==> src/rtl/frontend_pkg.sv <==
`default_nettype none
// ============================================================================
// Module   : frontend_pkg
// Purpose  : Shared serialiser state encoding and frame-length helper.
// Revision : 1.0 - initial release
// ============================================================================
package frontend_pkg;

  typedef enum logic [2:0] {
    S_IDLE  = 3'd0,
    S_START = 3'd1,
    S_DATA  = 3'd2,
    S_PAR   = 3'd3,
    S_GAP   = 3'd4
  } tx_state_t;

  // Cycles from start bit to the last idle cycle of one frame.
  function automatic int frame_len(input int length, input int lines,
                                   input int parity, input int gap);
    return 1 + (length / lines) + parity + gap;
  endfunction

endpackage
`default_nettype wire

==> src/rtl/data_tx_fifo_if.sv <==
`default_nettype none
// ============================================================================
// Module   : data_tx_fifo_if
// Purpose  : Valid/ready word handshake feeding the transmit FIFO.
// Revision : 1.0 - initial release
// ============================================================================
interface data_tx_fifo_if #(
  parameter int LENGTH = 32
);
  logic              valid;
  logic              ready;
  logic [LENGTH-1:0] data_in;

  modport master (output valid, output data_in, input ready);
  modport slave  (input valid, input data_in, output ready);
endinterface
`default_nettype wire

==> src/rtl/sync_fifo.sv <==
`default_nettype none
// ============================================================================
// Module   : sync_fifo
// Purpose  : Single-clock word FIFO with occupancy count and synchronous flush.
// Revision : 1.0 - initial release
// ============================================================================
module sync_fifo #(
  parameter int WIDTH = 32,
  parameter int DEPTH = 4
) (
  input  logic                       clk,
  input  logic                       rst,
  input  logic                       clear,
  input  logic                       push,
  input  logic                       pop,
  input  logic [WIDTH-1:0]           din,
  output logic [WIDTH-1:0]           dout,
  output logic                       full,
  output logic                       empty,
  output logic [$clog2(DEPTH+1)-1:0] level
);
  localparam int c_aw = $clog2(DEPTH);
  localparam int c_lw = $clog2(DEPTH + 1);

  logic [WIDTH-1:0] r_mem [DEPTH];
  logic [c_aw-1:0]  r_wr_ptr;
  logic [c_aw-1:0]  r_rd_ptr;
  logic [c_lw-1:0]  r_level;
  logic             w_push;
  logic             w_pop;

  assign full   = (r_level == c_lw'(DEPTH));
  assign empty  = (r_level == '0);
  assign level  = r_level;
  assign dout   = r_mem[r_rd_ptr];
  assign w_push = push && !full && !clear;
  assign w_pop  = pop && !empty && !clear;

  always_ff @(posedge clk or negedge rst) begin
    if (!rst) begin
      r_wr_ptr <= '0;
      r_rd_ptr <= '0;
      r_level  <= '0;
    end else if (clear) begin
      r_wr_ptr <= '0;
      r_rd_ptr <= '0;
      r_level  <= '0;
    end else begin
      if (w_push) r_wr_ptr <= r_wr_ptr + c_aw'(1);
      if (w_pop)  r_rd_ptr <= r_rd_ptr + c_aw'(1);
      if (w_push && !w_pop)      r_level <= r_level + c_lw'(1);
      else if (w_pop && !w_push) r_level <= r_level - c_lw'(1);
    end
  end

  // Storage is deliberately left out of reset; the pointers alone define contents.
  always_ff @(posedge clk) begin
    if (w_push) r_mem[r_wr_ptr] <= din;
  end
endmodule
`default_nettype wire

==> src/rtl/data_tx_fifo.sv <==
`default_nettype none
// ============================================================================
// Module   : data_tx_fifo
// Purpose  : Buffers command words and serialises each across LINES outputs.
// Revision : 1.0 - initial release
// ============================================================================
module data_tx_fifo
  import frontend_pkg::*;
#(
  parameter int LENGTH = 32,
  parameter int LINES  = 1,
  parameter int DEPTH  = 4,
  parameter int GAP    = 2,
  parameter int PARITY = 0
) (
  input  logic                       clk,
  input  logic                       rst,
  input  logic                       clear,
  data_tx_fifo_if.slave              bus,
  output logic [LINES-1:0]           d,
  output logic                       busy,
  output logic [$clog2(DEPTH+1)-1:0] level
);
  localparam int c_w         = LENGTH / LINES;
  localparam int c_frame_len = frame_len(LENGTH, LINES, PARITY, GAP);
  localparam int c_cnt_w     = $clog2(c_frame_len);
  localparam logic [c_cnt_w-1:0] c_data_last  = c_cnt_w'(c_w);
  localparam logic [c_cnt_w-1:0] c_frame_last = c_cnt_w'(c_frame_len - 1);

  tx_state_t          r_state;
  tx_state_t          w_next_state;
  logic [c_cnt_w-1:0] r_cnt;
  logic [LENGTH-1:0]  r_word;
  logic [LINES-1:0]   r_par;
  logic               r_rdy_en;
  logic [LENGTH-1:0]  w_fifo_dout;
  logic [LENGTH-1:0]  w_word_shift;
  logic [LINES-1:0]   w_slice_msb;
  logic [LINES-1:0]   w_fifo_par;
  logic [LINES-1:0]   w_d_next;
  logic               w_full;
  logic               w_empty;
  logic               w_push;
  logic               w_pop;

  assign bus.ready = r_rdy_en && !w_full && !clear;
  assign w_push    = bus.valid && bus.ready;
  assign w_pop     = (w_next_state == S_START);
  assign busy      = (r_state != S_IDLE) || !w_empty;

  sync_fifo #(
    .WIDTH (LENGTH),
    .DEPTH (DEPTH)
  ) u_fifo (
    .clk   (clk),
    .rst   (rst),
    .clear (clear),
    .push  (w_push),
    .pop   (w_pop),
    .din   (bus.data_in),
    .dout  (w_fifo_dout),
    .full  (w_full),
    .empty (w_empty),
    .level (level)
  );

  // Each line owns a W-bit slice that shifts left so its MSB is always next out.
  for (genvar k = 0; k < LINES; k++) begin : g_line
    assign w_slice_msb[k] = r_word[k*c_w + c_w - 1];
    assign w_fifo_par[k]  = ^w_fifo_dout[k*c_w +: c_w];
    if (c_w > 1) begin : g_shift
      assign w_word_shift[k*c_w +: c_w] = {r_word[k*c_w +: c_w-1], 1'b0};
    end else begin : g_single
      assign w_word_shift[k*c_w] = 1'b0;
    end
  end

  always_comb begin
    w_next_state = r_state;
    case (r_state)
      S_IDLE:  if (!w_empty) w_next_state = S_START;
      S_START: w_next_state = S_DATA;
      S_DATA:  if (r_cnt == c_data_last) w_next_state = (PARITY != 0) ? S_PAR : S_GAP;
      S_PAR:   w_next_state = S_GAP;
      S_GAP:   if (r_cnt == c_frame_last) w_next_state = w_empty ? S_IDLE : S_START;
      default: w_next_state = S_IDLE;
    endcase
    if (clear) w_next_state = S_IDLE;

    // d is registered, so it is driven from the state being entered.
    w_d_next = '0;
    case (w_next_state)
      S_START: w_d_next = '1;
      S_DATA:  w_d_next = w_slice_msb;
      S_PAR:   w_d_next = r_par;
      default: w_d_next = '0;
    endcase
  end

  always_ff @(posedge clk or negedge rst) begin
    if (!rst) begin
      r_state  <= S_IDLE;
      r_cnt    <= '0;
      r_word   <= '0;
      r_par    <= '0;
      r_rdy_en <= 1'b0;
      d        <= '0;
    end else begin
      r_state  <= w_next_state;
      r_rdy_en <= 1'b1;
      d        <= w_d_next;
      if (w_pop) begin
        r_word <= w_fifo_dout;
        r_par  <= w_fifo_par;
      end else if (w_next_state == S_DATA) begin
        r_word <= w_word_shift;
      end
      if (w_next_state == S_START || w_next_state == S_IDLE) r_cnt <= '0;
      else                                                   r_cnt <= r_cnt + c_cnt_w'(1);
    end
  end
endmodule
`default_nettype wire

==> src/flat_wrapper.sv <==
// flat-port wrapper written by rule: the top's interface ports become plain ports
module data_tx_fifo_flat import frontend_pkg::*;
#(
  parameter int LENGTH = 32,
  parameter int LINES  = 1,
  parameter int DEPTH  = 4,
  parameter int GAP    = 2,
  parameter int PARITY = 0
)
  (clk, rst, clear, d, busy, level, bus_valid, bus_data_in, bus_ready);
  data_tx_fifo_if #(.LENGTH(LENGTH)) bus_i ();
  input  logic clk;
  input  logic rst;
  input  logic clear;
  output logic [LINES-1:0] d;
  output logic busy;
  output logic [$clog2(DEPTH+1)-1:0] level;
  input wire logic [$bits(bus_i.valid)-1:0] bus_valid;
  input wire logic [$bits(bus_i.data_in)-1:0] bus_data_in;
  output wire logic [$bits(bus_i.ready)-1:0] bus_ready;
  assign bus_i.valid = bus_valid;
  assign bus_i.data_in = bus_data_in;
  assign bus_ready = bus_i.ready;
  data_tx_fifo #(.LENGTH(LENGTH), .LINES(LINES), .DEPTH(DEPTH), .GAP(GAP), .PARITY(PARITY)) u_core (.clk(clk), .rst(rst), .clear(clear), .bus(bus_i), .d(d), .busy(busy), .level(level));
endmodule
==> config.mk <==
export PLATFORM = sky130hd
export DESIGN_NAME = data_tx_fifo_flat
export DESIGN_NICKNAME = d
export VERILOG_FILES = /design/src/rtl/frontend_pkg.sv /design/src/rtl/data_tx_fifo_if.sv /design/src/rtl/sync_fifo.sv /design/src/rtl/data_tx_fifo.sv /design/src/flat_wrapper.sv
export SDC_FILE = /design/constraint.sdc
export NUM_CORES = 1
export LEC_CHECK = 0
export ABC_AREA = 1
export CORE_ASPECT_RATIO = 2
export CORE_MARGIN = 1
export CORE_UTILIZATION = 50
export DETAILED_ROUTE_END_ITERATION = 10
export GPL_TIMING_DRIVEN = 0
export MAX_ROUTING_LAYER = met4
export PLACE_DENSITY = 0.76
export SYNTH_ARGS = -nofsm -noshare
export SYNTH_HDL_FRONTEND = slang
export SYNTH_SLANG_ARGS = --single-unit
==> constraint.sdc <==
create_clock -name clk -period 5 [get_ports clk]
set_input_delay 0.5 -clock clk [delete_from_list [all_inputs] [get_ports clk]]
set_output_delay 0.5 -clock clk [all_outputs]
set_load 0.01 [all_outputs]
# Yosys cells after proc, flatten, opt, wreduce, memory -nomap -nowiden
# Memories as Yosys holds them, arrays and structs flattened.
# Index checks and enable logic that the tools add are counted.
word_totals:
  register_bits: 51
  ramBits: 128
  memories: 1
  in_bits: 36
  elab_cells: 69
  output_inout_bits: 6
mem_list:
  columns: ["name", "words", "width", "rd", "rd_clocked_by_memory_dff", "write_ports", "line", "rtl"]
  rows:
  - ["u_core.u_fifo.r_mem", 4, 32, 1, 0, 1, "sync_fifo.sv:25", "logic [WIDTH-1:0] r_mem [DEPTH];"]
classes:
  n_addsub: 5
  mux: 19
  n_reduce_logical: 25
  n_eq_ne: 10
ops:
  columns: ["operator", "count"]
  rows:
  - ["32-bit two-way mux", 2]
  - ["32-bit parity", 1]
  - ["3-bit two-way mux", 7]
  - ["3-bit case mux with 5 select lines", 1]
  - ["3-bit by 2-bit == test with 1-bit output (second input constant)", 4]
  - ["6-bit == test (second input constant)", 2]
  - ["1-bit logical AND", 9]
  - ["3-bit zero test", 3]
  - ["2-bit two-way mux", 4]
  - ["6-bit by 1-bit adder with 6-bit output (second input constant)", 1]
  - ["3-bit by 1-bit == test with 1-bit output (second input constant)", 2]
  - ["3-bit == test (second input constant)", 2]
  - ["6-bit two-way mux", 1]
  - ["2-bit nonzero test", 3]
  - ["3-bit nonzero test", 2]
  - ["1-bit zero test", 5]
  - ["2-bit by 1-bit adder with 2-bit output (second input constant)", 2]
  - ["3-bit by 1-bit adder with 3-bit output (second input constant)", 1]
  - ["1-bit two-way mux", 3]
  - ["1-bit case mux with 3 select lines", 1]
  - ["3-bit by 1-bit subtractor with 3-bit output (second input constant)", 1]
  - ["1-bit logical OR", 2]

# Depth between registers and ports, before layout
depth:
  ltp_word: 12
  depth_mapped: 12
  ltp_nobuf: 11

# Hierarchy
# Synthesis repeated with hierarchy kept, for this count alone.
unflattened:
  hier_cells: 615
  hier_area_um2: 7304.5
modules_own_cells:
  columns: ["mod", "instances", "cells_each", "area_per_inst_um2"]
  rows:
  - ["sync_fifo", 1, 377, 5258.8]
  - ["data_tx_fifo", 1, 238, 2045.7]

# Worst setup path after synthesis
# No wires, ideal clock.
synth_path:
  kind: "in2reg"
  from: "input clear"
  to: "memory u_core.u_fifo.r_mem[0][0] (enable)"
  t_required_ps: 4579
  n_path_buf: 0
  cell_stages: 5
  arrival_time_ps: 2605
  setup_ps: 421
  setup_slack_ps: 1974
  cell_sequence: "inv_1 > nand2_1 > a31oi_1 > nand2_1 > nor2_1"
synth_via:
  elab_chain_len: 7
synth_rtl:
  columns: ["item", "line", "rtl"]
  rows:
  - ["from (decl)", "flat_wrapper.sv:14", "input logic clear;"]
  - ["1-bit zero test", "data_tx_fifo.sv:46", "assign bus.ready = r_rdy_en && !w_full && !clear;"]
  - ["1-bit logical AND", "data_tx_fifo.sv:46", null]
  - ["via bus_ready", "flat_wrapper.sv:20", "output wire logic [$bits(bus_i.ready)-1:0] bus_ready;"]
  - ["1-bit logical AND", "data_tx_fifo.sv:47", "assign w_push = bus.valid && bus.ready;"]
  - ["1-bit logical AND (2 in series)", "sync_fifo.sv:36", "assign w_push = push && !full && !clear;"]
  - ["1-bit two-way mux", "sync_fifo.sv:58", "if (w_push) r_mem[r_wr_ptr] <= din;"]
  - ["1-bit two-way mux (not written as such)", "sync_fifo.sv:58", null]
  - ["to (decl)", "sync_fifo.sv:25", null]
# The timed path passes the listed nets, and every way through them passes these cells.

# Worst setup path after layout
layout_path:
  from: "input clear"
  to: "output bus_ready"
layout_via:
  elab_chain_len: 2
layout_rtl:
  columns: ["item", "line"]
  rows:
  - ["1-bit zero test", "data_tx_fifo.sv:46"]
  - ["1-bit logical AND", "data_tx_fifo.sv:46"]
  - ["to (decl)", "flat_wrapper.sv:20"]
# No other way between the ends.

==> run_results.csv <==
group,metric,value,unit
logic_synthesis,postSynthCellCount,680,
logic_synthesis,synth_nets,724,
logic_synthesis,synth_largest_area_cell,"edfxtp_1",
sta,worstMarginPinSlew,712,ps
logic_synthesis,yosys.cell_types.count,28,
critical_path,startpoint_type,"primary input",
pwr,clkPwrFrac,28.4,%
sta,period_needed,2590,ps
logic_synthesis,seq_area_frac_synth,69.3,%
cells_and_area,diodes,0,
cells_and_area,num-nets-final,790,
logic_synthesis,yosysWarnings,0,
clock_network,clk_pin_slew,70,ps
critical_path,worst_setup_path_end_kind,"output port",
cells_and_area,area_growth,18.8,%
logic_synthesis,ys_ff_latch,178,
sta,post-route-period-util,51.8,%
placed_design,buffer_ports.inserted,41,
sta,rsz0062_at_grt,"no",
floorplan,core_area,14400,sq um
global_routing,first_global_vias,5459,
logic_synthesis,avgSynthCellArea,10.8,sq um
detailed_routing,viasPerCell,5.48,
detailed_routing,drt-pass1-iter-count,6,
floorplan,initial_utilization,51.2,%
pwr,power_frac_comb,31.1,%
logic_synthesis,synthTopCellsByArea,"edfxtp_1 (52%), dfrtp_1 (17%), nand2_1 (12%)",
sta,skew,8.66,ps
global_routing,track_usage,25.1,%
pwr,p_leak,3.55,nW
clock_network,clockBufferDepth,2,
cells_and_area,finalCoreUtilization,60.9,%
sta,hold_viol,0,
detailed_routing,vias,5213,
clock_network,postCtsResizedCells,0,
placed_design,gp_congestion,0.898,
sta,drv_slew,0,
placed_design,dp_hpwl,11.6,mm
logic_synthesis,synth_top_cell_area_share,52.3,%
floorplan,die_area,15200,sq um
logic_synthesis,synth_most_common_cell,"nand2_1",
pwr,p_switching,0.00162,W
pwr,internal-power,0.00302,W
min_path,hold_depth,1,
pwr,p_sw_share,34.9,%
min_path,hp-class,"register to register",
critical_path,path_max_fanout,6,
clock_network,cts_tree,"done",
floorplan,io_pins,42,
cells_and_area,drive_gt1_share,8.17,%
floorplan,dieWidth,87.7,um
clock_network,cts_buffers,17,
detailed_routing,antenna_left,0,
clock_network,cts_root_buf,"clkbuf_16",
job,drv_cap,0,
global_routing,grt_pass1_wl,27.1,mm
global_routing,antenna_found_initial,0,
global_routing,grt_max_degree,36,
critical_path,ff2ff_path_depth,12,
critical_path,critical_path_arrival,2090,ps
outcome,status,"finished, final reports clean",
logic_synthesis,netlist_area,7350,sq um
logic_synthesis,yosys-top-cells-count,"nand2_1 (227), edfxtp_1 (128), nand3_1 (58)",
clock_network,clk_latency,430,ps
sta,setup_viol,0,
logic_synthesis,synthFlopType,"edfxtp_1",
detailed_routing,routed_wl,17.1,mm
detailed_routing,wl_per_cell,18.0,um
cells_and_area,nFillCells,1116,
sta,relSlewSlack,52.5,%
pwr,p_per_area,532,nW/um^2
critical_path,crit_type,"primary input to output port",
clock_network,cts_max_level,4,
clock_network,cts_sinks,178,
global_routing,overflow,0,
sta,timing.fmax,0.386,GHz
floorplan,fp.dieH,173,um
detailed_routing,drt_iter0_markers,512,
floorplan,rows,62,
critical_path,critical_path_required,4500,ps
sta,fin_ws,2410,ps
logic_synthesis,ys_async_sr_fraction,28.1,%
pwr,peakVddDrop,0.312,mV
logic_synthesis,synth_edf_count,128,
sta,setup_tns,0,ps
detailed_routing,drc,0,
placed_design,place_ws,2050,ps
pwr,power_frac_seq,40.4,%
[per-stage QoR]
| step | cells | power, W | area (sq um) | hold WS (ps) |
|---|---|---|---|---|
| floorplan | 680 | 0.00281 | 7350 | 204 |
| global placement | 913 | 0.00324 | 8000 | 467 |
| detailed placement | 918 | 0.00331 | 8130 | 442 |
| CTS | 951 | 0.00463 | 8730 | 496 |
| global route | 951 | 0.00487 | 8730 | 520 |
| finish | 951 | 0.00465 | 8730 | 498 |
[critical path, cell delays in order]
cell,delay (ps)
clkdlybuf4s50_1,480
inv_1,200
nand2_1,80
a31oi_1,240
clkdlybuf4s50_1,590
[sequential cells by signal, indices dropped and copies added (netlist names)]
name and flops:
u_core.u_fifo.r_mem 128, u_core.r_word 32, u_core.r_cnt 6, u_core.r_state 3
u_core.u_fifo.level 3, u_core.u_fifo.r_rd_ptr 2, u_core.u_fifo.r_wr_ptr 2, u_core.d 1
u_core.r_rdy_en 1
[layer usage]
metal  wire [um]  track usage [%]  part of all wire (%)
met4         918             15.2                   5.4
met2        9280             42.9                    54
met1        6070             25.7                    35
met3         857             4.71                   5.0
met5           0                -                     0
[timing repair]
item,CTS,global route
setup buffers,0,0
hold buffers,1,0
hold endpoints to repair,14,0
[path summary, 6_finish.rpt]
path / startpoint / slack, ps / end
max: clear / 2410 / bus_ready
min: u_core.r_cnt[0] / 500 / u_core.r_cnt[0]
max reg2reg: u_core.r_cnt[0] / 2590 / u_core.u_fifo.level[2]
min reg2reg: u_core.r_cnt[0] / 500 / u_core.r_cnt[0]
max in group asynchronous: rst / 3920 / u_core.r_word[15]
min in group asynchronous: rst / 540 / u_core.r_cnt[0]
[cells by family (layout without fill, tap and decap cells)]
| logic type | Yosys count | count (layout) | synth area share, % |
|---|---|---|---|
| and+or+nand+nor | 323 | 323 | 17.7 |
| adders and majority gates | 8 | 8 | 1.46 |
| other | 1 | 1 | 0.0510 |
| buffers and inverters | 90 | 169 | 5.17 |
| xor gates and xnor gates | 4 | 4 | 0.477 |
| AOI/OAI and AO/OA | 76 | 76 | 5.85 |
| DFF | 178 | 178 | 69.3 |
[power by group through the flow]
stage	clock network, W	logic (W)	registers [W]
after floorplan	0	0.000931	0.00188
after global placement	0	0.00135	0.00189
after detailed placement	0	0.00141	0.00190
after CTS	0.00133	0.00143	0.00187
after global routing	0.00138	0.00160	0.00189
final	0.00132	0.00145	0.00188
[area by class of cell]
class / instances / area [sq um] / share of cell area (%)
sequential: 178 / 5090 / 58.3
multi-input combinational: 412 / 1910 / 21.8
timing repair buffer: 47 / 515 / 5.90
clock buffer: 22 / 500 / 5.73
tap: 192 / 240 / 2.75
inverter: 52 / 195 / 2.23
buffer: 38 / 185 / 2.12
clock inverter: 10 / 96.3 / 1.10
[cells in the final DEF (no fill, tap or decap), types with 2 or more instances in the layout]
cell / count
ha_1: 7
a21oi_1: 10
nor3b_1: 2
nand3_1: 58
o211ai_1: 4
xor2_1: 2
inv_4: 2
buf_12: 5
o21ai_0: 41
buf_2: 14
inv_1: 51
nor2_1: 28
xnor2_1: 2
o221ai_1: 5
o22ai_1: 10
clkbuf_16: 19
buf_4: 5
clkbuf_1: 18
dfrtp_1: 50
clkinv_2: 2
nor2_4: 4
edfxtp_1: 128
clkinv_4: 4
nand2_1: 227
a31oi_1: 5
nor3_1: 2
buf_1: 2
clkdlybuf4s50_1: 40
Power figures use the tool's default switching activity.
==> RTL edit 1 (config.mk and constraints unchanged) <==
Re-encode `tx_state_t` (5 states) as one-hot, 5 bits wide.
--- a/src/rtl/frontend_pkg.sv
+++ b/src/rtl/frontend_pkg.sv
@@ -6,12 +6,12 @@
 // ============================================================================
 package frontend_pkg;
 
-  typedef enum logic [2:0] {
-    S_IDLE  = 3'd0,
-    S_START = 3'd1,
-    S_DATA  = 3'd2,
-    S_PAR   = 3'd3,
-    S_GAP   = 3'd4
+  typedef enum logic [4:0] {
+    S_IDLE  = 5'b00001,
+    S_START = 5'b00010,
+    S_DATA  = 5'b00100,
+    S_PAR   = 5'b01000,
+    S_GAP   = 5'b10000
   } tx_state_t;
 
   // Cycles from start bit to the last idle cycle of one frame.
Formal check against the unedited RTL: same outputs for any inputs over 10 cycles, from zero or initial values and one cycle with rst low; not proved beyond that.
==> RTL edit 1 against the unedited design <==
Register-to-register slack worse by 40 ps. Area after synthesis up 1.3%. Clock skew about the same. First-iteration DRC count down 15%. Non-clock buffer count down 3. Fmax down 5.1%. Cell area up 1.2%. Sequential cell count up 2. Wire length down 3.4%. Sequential share of layout area down 0.097 points. Worst setup slack worse by 140 ps. Critical path type unchanged. Largest cell class unchanged. Highest routed layer unchanged.
Power is not compared: it rests on default switching activity, and its combinational part moved more than twofold at a synthesized area within 25%.
==> RTL edit 1: results (changes against the unedited design) <==
Status: complete, no violations
Setup slack, reg-to-reg: 2550 ps (-40 ps)
Async S/R FF share, synth: 28.9% (+0.80 points)
Vias in the first global route: 5425 (-0.62%)
Slowest stage delay, CP: 610 ps (+20 ps)
Fillers: 1145 (+2.6%)
First-pass GRT wire length: 26700 µm (-1.3%)
Netlist cell types: 30 (+7.1%)
Sequential cell area share: 58.2% (-0.097 points)
Reg area: 5150 µm² (+1.0%)
Clock-cell share: 6.85% (+0.020 points)
Post-Synth Adder-Cell Area: 1.45% (-0.018 points)
DRC marker count from the first detailed-route iteration: 433 (-15%)
Largest net degree at the start of global routing: 38 (+5.6%)
Overall die width: 88.3 µm (+0.62%)
Post-Place Worst Slack: 2040 ps (-13.0 ps)
Count of multi-input gates: 419 (+1.7%)
CP Max Fanout: 9 (+3)
Placed cell area: 8220 µm² (+1.2%)
Non-clock buffers: 82 (-3.5%)
Combinational cell power: 0.676 mW
Via count: 5182 (-0.59%)
Final Wtd Congestion: 0.869 (-3.2%)
Worst setup margin: 2270 ps (-139 ps)
CTS clk-pin slew, worst paths: 70 ps (about the same)
Fraction of layout cells with a size suffix above 1: 10.9% (+2.8 points)
Min-delay src: u_core.r_cnt[0]
Proportion of synthesized chip area in sequential cells: 69.1% (-0.18 points)
DRT Wirelength: 16500 µm (-3.4%)
Synth area leaders: edfxtp_1 (52%), dfrtp_1 (17%), nand2_1 (12%)
Worst EP arrival: 2230 ps (+140 ps)
Post-DP HPWL: 11500 µm (-1.1%)
Most frequent cells after synthesis: nand2_1 (233), edfxtp_1 (128), nand3_1 (82), dfrtp_1 (51), inv_1 (34)
Drt first pass iters: 7 (+1)
Multi-input gate area: 1970 µm² (+3.3%)
R2R depth: 10 (-2)
CLK BUF: 23 (+4.5%)
Compound-Gate Fraction of Synth Area: 4.74% (-1.1 points)
Xor and xnor area share after synthesis: 0.118% (-0.36 points)
Hold WS: 503 ps (+4.55 ps)
Non-clock buffer share: 7.94% (-0.079 points)
Worst Skew: 8.87 ps (+0.207 ps)
FF-to-FF End: u_core.r_word[30]
[RTL edit 1: cell count changes in the layout (fill, tap and decap cells not counted), sizes merged, moves of 4 or more]
cell,unedited run,this run
nor2,32,24
o22ai,10,4
buf,27,32
inv,55,49
a21oi,10,6
nand3,58,82
o221ai,5,0
a31oi,5,1
o21ai,41,20
clkbuf,39,32
nand2,227,233
o211ai,4,23
[RTL edit 1: cell families (layout without fill, tap and decap cells)]
group,Yosys count,count (layout)
fa+ha+maj,8,8
flops,180,180
simple gates,352,352
compound gates,56,56
other cells,2,2
buf+inv,81,160
xor+xnor,1,1
[RTL edit 1: routing by layer]
layer	global-route usage, %	vias to the layer above	part of all wire [%]	wire [µm]
met2	41.2	191	54	8970
met5	-	-	0	0
met3	5.95	58	5.1	846
met4	15.0	0	5.1	848
met1	25.0	2510	35	5860
li1	-	2423	-	-
==> RTL edit 2 (same settings) <==
Made on the original files. `GAP` is set to 2 in 2 places; all go to 8.
--- a/src/rtl/data_tx_fifo.sv
+++ b/src/rtl/data_tx_fifo.sv
@@ -10,7 +10,7 @@
   parameter int LENGTH = 32,
   parameter int LINES  = 1,
   parameter int DEPTH  = 4,
-  parameter int GAP    = 2,
+  parameter int GAP    = 8,
   parameter int PARITY = 0
 ) (
   input  logic                       clk,
--- a/src/flat_wrapper.sv
+++ b/src/flat_wrapper.sv
@@ -4,7 +4,7 @@
   parameter int LENGTH = 32,
   parameter int LINES  = 1,
   parameter int DEPTH  = 4,
-  parameter int GAP    = 2,
+  parameter int GAP    = 8,
   parameter int PARITY = 0
 )
   (clk, rst, clear, d, busy, level, bus_valid, bus_data_in, bus_ready);
Function: same outputs for any inputs over 10 cycles, from zero or initial values and one cycle with rst low; that may be too few to reach the edited logic, so the function may still have changed.
==> RTL edit 2 against the unedited design <==
Synthesized cell count rose by 3.1%. Area after synthesis up 0.75%. Global-route usage up 0.27 points. Sequential share of layout area fell by 0.20 points. Fmax down 2.6%. Cell area increased by 0.34%. Sequential cell count did not move. Via count up 0.29%. Core utilization down 0.12 points. Power fell by 1.0%. Wire length is 0.67% lower. Worst setup slack got worse by 70 ps.
==> RTL edit 2: results (changes against the unedited design) <==
Netlist cell types: 30 (+7.1%)
Hold_buf cts: 1 (unchanged)
R2R depth: 12 (unchanged)
Clock Path Buffers: 2 (unchanged)
FF-to-FF End: u_core.u_fifo.level[2]
Setup slack, reg-to-reg: 2360 ps (-230 ps)
Regs by FF count: u_core.u_fifo.r_mem (128), u_core.r_word (32), u_core.r_cnt (6)
Mapped Nets: 744 (+2.8%)
DRT Wirelength: 17000 µm (-0.67%)
Most frequent cells after synthesis: nand2_1 (266), edfxtp_1 (128), o21ai_0 (54), dfrtp_1 (50), inv_1 (46)
GRT Overall Usage: 25.3% (+0.27 points)
YS warnings: 0 (unchanged)
H-tree Lvls: 4 (unchanged)
Post-DP HPWL: 11500 µm (-0.40%)
Fraction of layout cells with a size suffix above 1: 9.87% (+1.7 points)
Final Wtd Congestion: 0.963 (+7.3%)
Synth area leaders: edfxtp_1 (52%), dfrtp_1 (17%), nand2_1 (13%)
Vias/cell: 5.38 (-1.9%)
First-pass GRT wire length: 27500 µm (+1.5%)
Non-filler cells, final: 972 (+2.2%)
Status: complete, no violations
Worst VDD drop: 337 µV (+8.0%)
FF-to-FF Start: u_core.r_cnt[0]
Worst hold path class: input port to asynchronous set/reset pin
CTS root buf: clkbuf_16
Top_reg_cell synth: edfxtp_1
CP Max Fanout: 8 (+2)
CTS Buf Count: 17 (unchanged)
Largest net degree at the start of global routing: 44 (+22%)
Syn avg cell area: 10.6 µm² (-2.3%)
Async S/R FF share, synth: 28.1% (unchanged)
Final nets: 810 (+2.5%)
DRC marker count from the first detailed-route iteration: 418 (-18%)
Diode count: 0 (unchanged)
LEAKAGE: 3.63 nW (+2.4%)
Slowest stage delay, CP: 490 ps (-100 ps)
CTS clk-pin slew, worst paths: 70 ps (about the same)
Slew margin rel.: 64.3% (+12 points)
Post-Place Worst Slack: 1930 ps (-123 ps)
Placed cells: 939 (+2.3%)
Drt first pass iters: 5 (-1)
Fillers: 1180 (+5.7%)
Worst Skew: 9.83 ps (+1.17 ps)
Worst EP arrival: 3010 ps (+920 ps)
Vias in the first global route: 5433 (-0.48%)
Clk Latency, worst-skew pair: 440 ps
Buffers inserted by post-CTS timing repair: 0 (unchanged)
Proportion of synthesized chip area in sequential cells: 68.8% (-0.52 points)
# port buffers: 41 (unchanged)
==> RTL edit 2: changes by cell type after synthesis, sizes merged, moves of 5 or more <==
cell	delta
clkbuf	-5
nand2	+39
nand3	-21
nor2	-7
o21ai	+13
==> RTL edit 2: power by group <==
| group | total, mW | leakage [nW] | switching [mW] | internal (mW) |
|---|---|---|---|---|
| Clock | 1.28 | 0.283 | 0.577 | 0.699 |
| Combinational | 1.46 | 1.57 | 0.977 | 0.480 |
| Sequential | 1.87 | 1.78 | 0.0838 | 1.78 |
| Total | 4.60 | 3.63 | 1.64 | 2.96 |
==> RTL edit 2: per-stage QoR <==
step	area, µm²	hold slack [ps]
after CTS	8760	430
after detailed placement	8180	363
after global placement	8060	461
final	8760	440
after global routing	8760	474
after floorplan	7410	204
==> RTL edit 2: cell families after synthesis <==
| logic type | synth area share, % |
|---|---|
| simple gates | 17.9 |
| flops | 68.8 |
| buf+inv | 5.49 |
| compound gates | 6.05 |
| fa+ha+maj | 1.28 |
| xor+xnor | 0.473 |
| other cells | 0.0506 |
==> RTL edit 2: layer usage <==
| layer | track usage, % | share of wire (%) |
|---|---|---|
| met5 | - | 0 |
| met4 | 14.6 | 4.3 |
| met3 | 4.56 | 4.7 |
| met2 | 43.5 | 56 |
| met1 | 26.6 | 35 |
==> RTL edit 2: cell type report <==
type,instances,area (µm²),share of cell area [%]
Clock inverter,12,93.8,1.07
Clock buffer,20,478,5.45
Sequential cell,178,5090,58.1
Tap cell,192,240,2.74
Timing Repair Buffer,47,515,5.88
Multi-Input combinational cell,429,1940,22.1
Buffer,37,193,2.20
Inverter,57,214,2.44
==> RTL edit 2: worst max-delay path: cells and delay by family <==
family / cells / cell delay [ps]
and+or+nand+nor: 4 / 840
adders and majority gates: 1 / 240
AOI/OAI and AO/OA: 2 / 370
buffers and inverters: 2 / 710
xor gates and xnor gates: 2 / 330
==> RTL edit 2: how the worst max path moves through the flow <==
stage | slack (ps) | cells past startpoint | startpoint | endpoint
floorplan | 1960 | 5 | clear | u_core.u_fifo.r_mem[0][0]
global placement | 330 | 6 | clear | u_core.u_fifo.r_mem[0][31]
detailed placement | 1930 | 11 | clear | u_core.u_fifo.level[2]
CTS | 2340 | 5 | clear | bus_ready
global route | 2020 | 11 | clear | u_core.u_fifo.level[2]
finish | 2340 | 11 | clear | u_core.u_fifo.level[2]
